==> config.mk <==
export PLATFORM = sky130hd
export DESIGN_NAME = gf180mcu_fd_sc_mcu9t5v0__deglitch_rx
export DESIGN_NICKNAME = d
export VERILOG_FILES = /design/src/rtl/gf180mcu_fd_sc_mcu9t5v0__deglitch_rx.sv
export SDC_FILE = /design/constraint.sdc
export NUM_CORES = 1
export LEC_CHECK = 0
export CORE_ASPECT_RATIO = 0.7
export CORE_MARGIN = 2
export CORE_UTILIZATION = 49
export DETAILED_ROUTE_END_ITERATION = 10
export GPL_TIMING_DRIVEN = 0
export PLACE_DENSITY = 0.8
export REMOVE_ABC_BUFFERS = 1
export SYNTH_ARGS = -nofsm -noshare
export SYNTH_HDL_FRONTEND = slang
export SYNTH_SLANG_ARGS = --single-unit
==> constraint.sdc <==
create_clock -name CLK -period 2.3 [get_ports CLK]
set_input_delay 0.345 -clock CLK [delete_from_list [all_inputs] [get_ports CLK]]
set_output_delay 0.345 -clock CLK [all_outputs]
set_load 0.1 [all_outputs]
==> src/rtl/gf180mcu_fd_sc_mcu9t5v0__deglitch_rx.sv <==
// rtl/gf180mcu_fd_sc_mcu9t5v0__deglitch_rx.sv - synchronising glitch-filter receiver with edge pulses and event register
module gf180mcu_fd_sc_mcu9t5v0__deglitch_rx #(
  parameter int       SYNC_STAGES = 2,
  parameter int       FILT_CYCLES = 4,
  parameter logic     RST_VAL     = 1'b0,
  parameter int       GCNT_W      = 8
) (
`ifdef USE_POWER_PINS
  inout  wire              VDD,
  inout  wire              VSS,
`endif
  input  logic              CLK,
  input  logic              RST,
  input  logic              I,
  output logic              Z,
  output logic              ZR,
  output logic              ZF,
  output logic              EVT_VLD,
  output logic              EVT_LVL,
  input  logic              EVT_ACK,
  output logic              OVF,
  output logic [GCNT_W-1:0] GCNT,
  input  logic              CLR
);

  localparam int CW = $clog2(FILT_CYCLES + 1);

  typedef enum logic {
    ST_STABLE  = 1'b0,
    ST_PENDING = 1'b1
  } state_t;

  logic [SYNC_STAGES-1:0] sync_q;
  logic                   s;

  state_t                 state_q, state_d;
  logic [CW-1:0]          cnt_q, cnt_d;
  logic                   z_q, z_d;
  logic                   zr_q, zr_d;
  logic                   zf_q, zf_d;
  logic                   toggle;
  logic                   glitch;

  logic                   evt_vld_q, evt_vld_d;
  logic                   evt_lvl_q, evt_lvl_d;
  logic                   ovf_q, ovf_d;
  logic [GCNT_W-1:0]      gcnt_q, gcnt_d;
  logic                   evt_t;

  // Synchroniser: I enters at bit 0, S is the oldest sample.
  always_ff @(posedge CLK or posedge RST) begin
    if (RST) begin
      sync_q <= {SYNC_STAGES{RST_VAL}};
    end else begin
      sync_q <= {sync_q[SYNC_STAGES-2:0], I};
    end
  end

  assign s = sync_q[SYNC_STAGES-1];

  always_ff @(posedge CLK or posedge RST) begin
    if (RST) begin
      state_q <= ST_STABLE;
      cnt_q   <= '0;
      z_q     <= RST_VAL;
      zr_q    <= 1'b0;
      zf_q    <= 1'b0;
    end else begin
      state_q <= state_d;
      cnt_q   <= cnt_d;
      z_q     <= z_d;
      zr_q    <= zr_d;
      zf_q    <= zf_d;
    end
  end

  always_comb begin
    state_d = state_q;
    cnt_d   = cnt_q;
    toggle  = 1'b0;
    glitch  = 1'b0;
    unique case (state_q)
      ST_STABLE: begin
        if (s != z_q) begin
          if (FILT_CYCLES == 1) begin
            toggle = 1'b1;
          end else begin
            state_d = ST_PENDING;
            cnt_d   = CW'(1);
          end
        end
      end
      ST_PENDING: begin
        if (s == z_q) begin
          state_d = ST_STABLE;
          cnt_d   = '0;
          glitch  = 1'b1;
        end else if (cnt_q == CW'(FILT_CYCLES - 1)) begin
          state_d = ST_STABLE;
          cnt_d   = '0;
          toggle  = 1'b1;
        end else begin
          cnt_d = cnt_q + CW'(1);
        end
      end
      default: begin
        state_d = ST_STABLE;
        cnt_d   = '0;
      end
    endcase
    z_d  = z_q ^ toggle;
    zr_d = toggle & ~z_q;
    zf_d = toggle & z_q;
  end

  // An accepted toggle is the cycle in which ZR or ZF is high; Z already holds the new level.
  assign evt_t = zr_q | zf_q;

  always_comb begin
    evt_vld_d = evt_vld_q;
    evt_lvl_d = evt_lvl_q;
    ovf_d     = ovf_q;
    gcnt_d    = gcnt_q;
    if (evt_t) begin
      if (!evt_vld_q) begin
        evt_vld_d = 1'b1;
        evt_lvl_d = z_q;
      end else if (EVT_ACK) begin
        evt_lvl_d = z_q;
      end else begin
        ovf_d = 1'b1;
      end
    end else if (evt_vld_q && EVT_ACK) begin
      evt_vld_d = 1'b0;
    end
    if (glitch && (gcnt_q != {GCNT_W{1'b1}})) begin
      gcnt_d = gcnt_q + GCNT_W'(1);
    end
    if (CLR) begin
      ovf_d  = 1'b0;
      gcnt_d = '0;
    end
  end

  always_ff @(posedge CLK or posedge RST) begin
    if (RST) begin
      evt_vld_q <= 1'b0;
      evt_lvl_q <= 1'b0;
      ovf_q     <= 1'b0;
      gcnt_q    <= '0;
    end else begin
      evt_vld_q <= evt_vld_d;
      evt_lvl_q <= evt_lvl_d;
      ovf_q     <= ovf_d;
      gcnt_q    <= gcnt_d;
    end
  end

  assign Z       = z_q;
  assign ZR      = zr_q;
  assign ZF      = zf_q;
  assign EVT_VLD = evt_vld_q;
  assign EVT_LVL = evt_lvl_q;
  assign OVF     = ovf_q;
  assign GCNT    = gcnt_q;

endmodule

==> results.cfg, run 1 <==
[outcome]
status = completed

[timing]
worstMarginPinSlew_ns = 0.976
setup_tns_ns = 0
period_needed_ns = 2.26
worst_slack_ns = 0.0431
period_share = 0.981
clock_skew_ns = 0.00500
setup_viol = 0
grt_setup_unrepaired = false
hold_ws_ns = 0.365
slew_headroom = 0.347
final_max_slew_viol_count = 0
fmax_mhz = 443
hold_viol = 0

[layout]
layout.cells.non_filler = 127
final_cell_area_mm2 = 0.00116
fin_nets = 115
layout-drive-gt1-share = 0.0571
antennaDiodeCount = 0
syn2layout_area_growth_pct = 25.0

[hold_path]
hold_class = register to register

[detailed_routing]
ant_nets = 0
dr_total_vias = 668
drt_iter0_drc = 9
totalWireLength_um = 1560
avgViaCountPerCell = 5.26
drt-pass1-iter-count = 4
drc_errors = 0
post_drt_wl_per_cell_um = 12.3

[critical_path]
crit_family = buffers and inverters
crit_fanout = 5
cpPeakStageDelay_ns = 1.17
crit_type = register to output port
worstPathRequired_ns = 1.96
crit_buf_inv = 1
end_kind = output port
arrival_ns = 1.91
worstPathCellList = clkdlybuf4s50_1
slowest_stage = clkdlybuf4s50_1
start_kind = register

[clock_network]
cts_buffer_depth = 2
htree_levels = 1
post-cts-setup-buffers = 0
clock_sinks = 20
clockRootBuffer = clkbuf_4
cts_made_buffers = 3
tritoncts = yes
clk_pin_slew_worst_paths_ns = 0.11
clk_latency_ns = 0.30
hold_buffers = 0

[global_routing]
grtUsageTotal = 0.167
use_met1 = 0.206
gr-usage-met2 = 0.265
grt_pass1_wl_um = 2680
grt_use_met3 = 0.0710
grt-busiest-layer = met2
grt-ovfl-total = 0
antenna_found_initial = 0
grt_max_degree = 21
first_global_vias = 586

[logic_synthesis]
yosys_warnings = 0
synth_cells = 86
syn_area_per_cell_um2 = 10.8
yosysSeqAreaShare = 0.538
syn_area_um2 = 930
ys_ff_latch = 20
synth_cell_type_count = 25

[placement]
place_congestion = 0.775
io_buffers = 18
dpl.hpwl_um = 1150
pre_cts_ws_ns = 0.301
placed_area_mm2 = 0.00112
dp.cells = 123

[floorplan]
rows = 13
die-width_um = 56.1
io_pins = 19
dieArea_mm2 = 0.00227
initial_utilization = 0.510
core-area_mm2 = 0.00182
die_y_um = 40.4

[power_and_ir_drop]
ir_drop_v = 0.000779
total_leakage_power_nw = 0.588
p_per_area_mw_per_mm2 = 1190

[job]
drv_cap = 0
## cell type report
| type | count | area, µm² |
|---|---|---|
| Sequential cell | 20 | 500 |
| Timing Repair Buffer | 18 | 189 |
| Fill cell | 157 | 659 |
| Clock buffer | 4 | 36.3 |
| Multi-Input combinational cell | 57 | 387 |
| Tap cell | 22 | 27.5 |
| Inverter | 6 | 22.5 |
## routing by layer
metal  part of all wire  wire length (µm)
met1               0.49               769
met2               0.45               700
met3              0.051                80
met4             0.0077                12
met5                  0                 0
## repair_timing
| action | CTS | global route |
|---|---|---|
| gates resized for setup | 1 | 4 |
| setup endpoints to repair | 1 | 4 |
| pin swaps | 0 | 0 |
## cell usage in the layout, fill, tap and decap left out, types with 2 or more instances in the layout
cell type	Yosys	routed
dfrtp_1	20	20
clkdlybuf4s50_1	0	13
nor2_1	7	7
a21oi_1	7	7
inv_1	6	6
o21ai_0	5	5
nand2_1	5	5
nand3_1	4	4
nor2b_1	4	4
ha_1	4	4
dlymetal6s2s_1	0	4
xor2_1	3	3
or4_1	3	3
o31ai_1	3	3
clkbuf_4	0	3
mux2i_1	2	2
o21a_1	2	2
## report_power, final
| part | switching, W | internal (W) | total, W | leakage (nW) |
|---|---|---|---|---|
| combinational | 0.000485 | 0.000182 | 0.000667 | 0.303 |
| sequential | 0.0000861 | 0.000420 | 0.000506 | 0.264 |
| clock | 0.000108 | 0.0000967 | 0.000205 | 0.0210 |
## sequential cells by signal, summed over array words and instances (netlist names)
register and flops:
GCNT 8, cnt_q 3, sync_q 2, EVT_LVL 1, EVT_VLD 1, OVF 1
Z 1, ZF 1, ZR 1, state_q 1
## per-stage QoR
stage | utilization | power, W
2_1_floorplan | - | 0.00103
3_3_place_gp | 0.613 | 0.00117
3_5_place_dp | 0.613 | 0.00119
4_1_cts | 0.633 | 0.00139
5_1_grt | 0.638 | 0.00146
6_report | 0.638 | 0.00138
## synthesized netlist by cell type, drive strengths merged
| master | n | area share |
|---|---|---|
| a21oi | 7 | 0.038 |
| buf | 2 | 0.017 |
| clkbuf | 1 | 0.0040 |
| dfrtp | 20 | 0.54 |
| ha | 4 | 0.054 |
| inv | 6 | 0.024 |
| mux2i | 2 | 0.022 |
| nand2 | 5 | 0.020 |
| nand2b | 1 | 0.0067 |
| nand3 | 4 | 0.022 |
| nand3b | 1 | 0.0081 |
| nand4 | 1 | 0.0067 |
| nor2 | 7 | 0.028 |
| nor2b | 4 | 0.027 |
| nor3 | 1 | 0.0054 |
| o2111ai | 1 | 0.0094 |
| o211ai | 1 | 0.013 |
| o21a | 2 | 0.016 |
| o21ai | 5 | 0.027 |
| o31ai | 3 | 0.024 |
| or3 | 1 | 0.0067 |
| or4 | 3 | 0.024 |
| xnor2 | 1 | 0.030 |
| xor2 | 3 | 0.028 |
## logic make-up (layout without fill, tap and decap cells)
logic type,count (synthesis),in the layout,synth area share
compound gates,19,19,0.128
xor+xnor,4,4,0.0579
fa+ha+maj,4,4,0.0538
buf+inv,9,28,0.0457
flops,20,20,0.538
mux,2,2,0.0215
simple gates,28,28,0.155
## worst paths after layout
check,from,end,slack (ns),depth (start not counted)
max in group asynchronous,RST,GCNT[7],1.37,2
max reg2reg,GCNT[0],GCNT[5],0.44,5
min reg2reg,sync_q[0],sync_q[1],0.36,0
min in group asynchronous,RST,ZR,0.46,2
min,sync_q[0],sync_q[1],0.36,0
max,GCNT[1],GCNT[1],0.04,1
Power figures use the tool's default switching activity.
==> run 2, diff against run 1 <==
clock period = 2.5 ns   (was 2.3 ns; I/O delays follow)
==> run 2 against run 1 <==
  * Sequential share of layout area rose by 0.33 points
  * Clock skew barely moved
  * Power fell by 7.5%
  * Combinational power fell by 7.0%
  * Critical path depth did not move
  * Via count fell by 0.75%
  * Critical endpoint is now Z
==> results.cfg, run 2 (synthesis results as in run 1) <==
[floorplan]
die-width_um = 56.1
die_y_um = 40.4
dieArea_mm2 = 0.00227
core-area_mm2 = 0.00182
rows = 13
initial_utilization = 0.510
io_pins = 19

[critical_path]
arrival_ns = 1.99
crit_family = buffers and inverters
end_kind = output port
crit_fanout = 4
r2r_slack_ns = 0.63
slowest_stage = clkdlybuf4s50_1
worstPathRequired_ns = 2.12
crit_buf_inv = 1
crit_type = register to output port
worstPathCellList = clkdlybuf4s50_1
start_kind = register
cpPeakStageDelay_ns = 1.18

[timing]
hold_viol = 0
setup_viol = 0
grt_setup_unrepaired = false
final_max_slew_viol_count = 0
clock_skew_ns = 0.00499
setup_tns_ns = 0
period_needed_ns = 2.37
fmax_mhz = 422
slew_headroom = 0.347
period_share = 0.947
worstMarginPinSlew_ns = 0.976

[power_and_ir_drop]
ir_drop_v = 0.000692
total_leakage_power_nw = 0.517
p_per_area_mw_per_mm2 = 1110

[clock_network]
clk_pin_slew_worst_paths_ns = 0.11
htree_levels = 1
clock_sinks = 20
tritoncts = yes
cts_made_buffers = 3
cts-resized-gates = 0
cts_buffer_depth = 2
clk_latency_ns = 0.30
hold_buffers = 0
clockRootBuffer = clkbuf_4
post-cts-setup-buffers = 0

[placement]
dpl.hpwl_um = 1150
io_buffers = 18
placed_area_mm2 = 0.00112
place_congestion = 0.775

[detailed_routing]
totalWireLength_um = 1570
ant_nets = 0
drc_errors = 0
drt_iter0_drc = 8
dr_total_vias = 663
post_drt_wl_per_cell_um = 12.3
drt-pass1-iter-count = 4
avgViaCountPerCell = 5.22

[layout]
final_cell_mix = dfrtp_1, clkdlybuf4s50_1, nor2_1, a21oi_1, inv_1
final_cell_area_mm2 = 0.00115
antennaDiodeCount = 0
syn2layout_area_growth_pct = 24.1
layout-drive-gt1-share = 0.0571
largest_reg_flops = 8
layout_commonest_cell = dfrtp_1
fillers = 162
fin_nets = 115

[global_routing]
grt-ovfl-total = 0
antenna_found_initial = 0
first_global_vias = 586
grt_max_degree = 21
grt_pass1_wl_um = 2680
grtUsageTotal = 0.167

[job]
drv_cap = 0

[outcome]
status = completed

[hold_path]
hold_class = register to register
## run 2: metal layers
metal / share of wire / routed length [µm] / GRT usage
met3: 0.050 / 78 / 0.0710
met5: 0 / 0 / 0
met4: 0.0077 / 12 / 0.0714
met2: 0.44 / 693 / 0.265
met1: 0.50 / 780 / 0.206
## run 2: final cells by class
cell class | instances | area, µm² | area share
well taps | 22 | 27.5 | 0.0239
inverters | 6 | 22.5 | 0.0195
clock buffers | 4 | 36.3 | 0.0315
flip-flops and latches | 20 | 500 | 0.434
multi-input cells | 57 | 387 | 0.335
repair buffers | 18 | 180 | 0.156
## run 2: path summary, 6_finish.rpt
path / startpoint / to / cells after the start
setup / recovery: Z / Z / 1
hold / removal: sync_q[0] / sync_q[1] / 0
setup reg to reg: GCNT[0] / GCNT[5] / 5
min in group asynchronous: RST / ZR / 2
hold reg to reg: sync_q[0] / sync_q[1] / 0
max in group asynchronous: RST / GCNT[7] / 2
## run 2: where the power goes
| group | total [W] | internal, W | switching, W |
|---|---|---|---|
| clock network | 0.000188 | 0.0000889 | 0.0000992 |
| logic | 0.000620 | 0.000174 | 0.000446 |
| registers | 0.000467 | 0.000387 | 0.0000801 |
| total | 0.00127 | 0.000650 | 0.000625 |
## run 2: per-stage QoR
step | total power [W] | cells | hold WS (ns) | util | setup slack (ns)
finish | 0.00128 | 127 | 0.365 | 0.633 | 0.132
global placement | 0.00107 | 123 | 0.334 | 0.613 | 0.492
global route | 0.00135 | 127 | 0.372 | 0.633 | 0.0543
detailed placement | 0.00110 | 123 | 0.341 | 0.613 | 0.471
floorplan | 0.000947 | 83 | 0.331 | - | 0.244
CTS | 0.00129 | 127 | 0.368 | 0.633 | 0.114
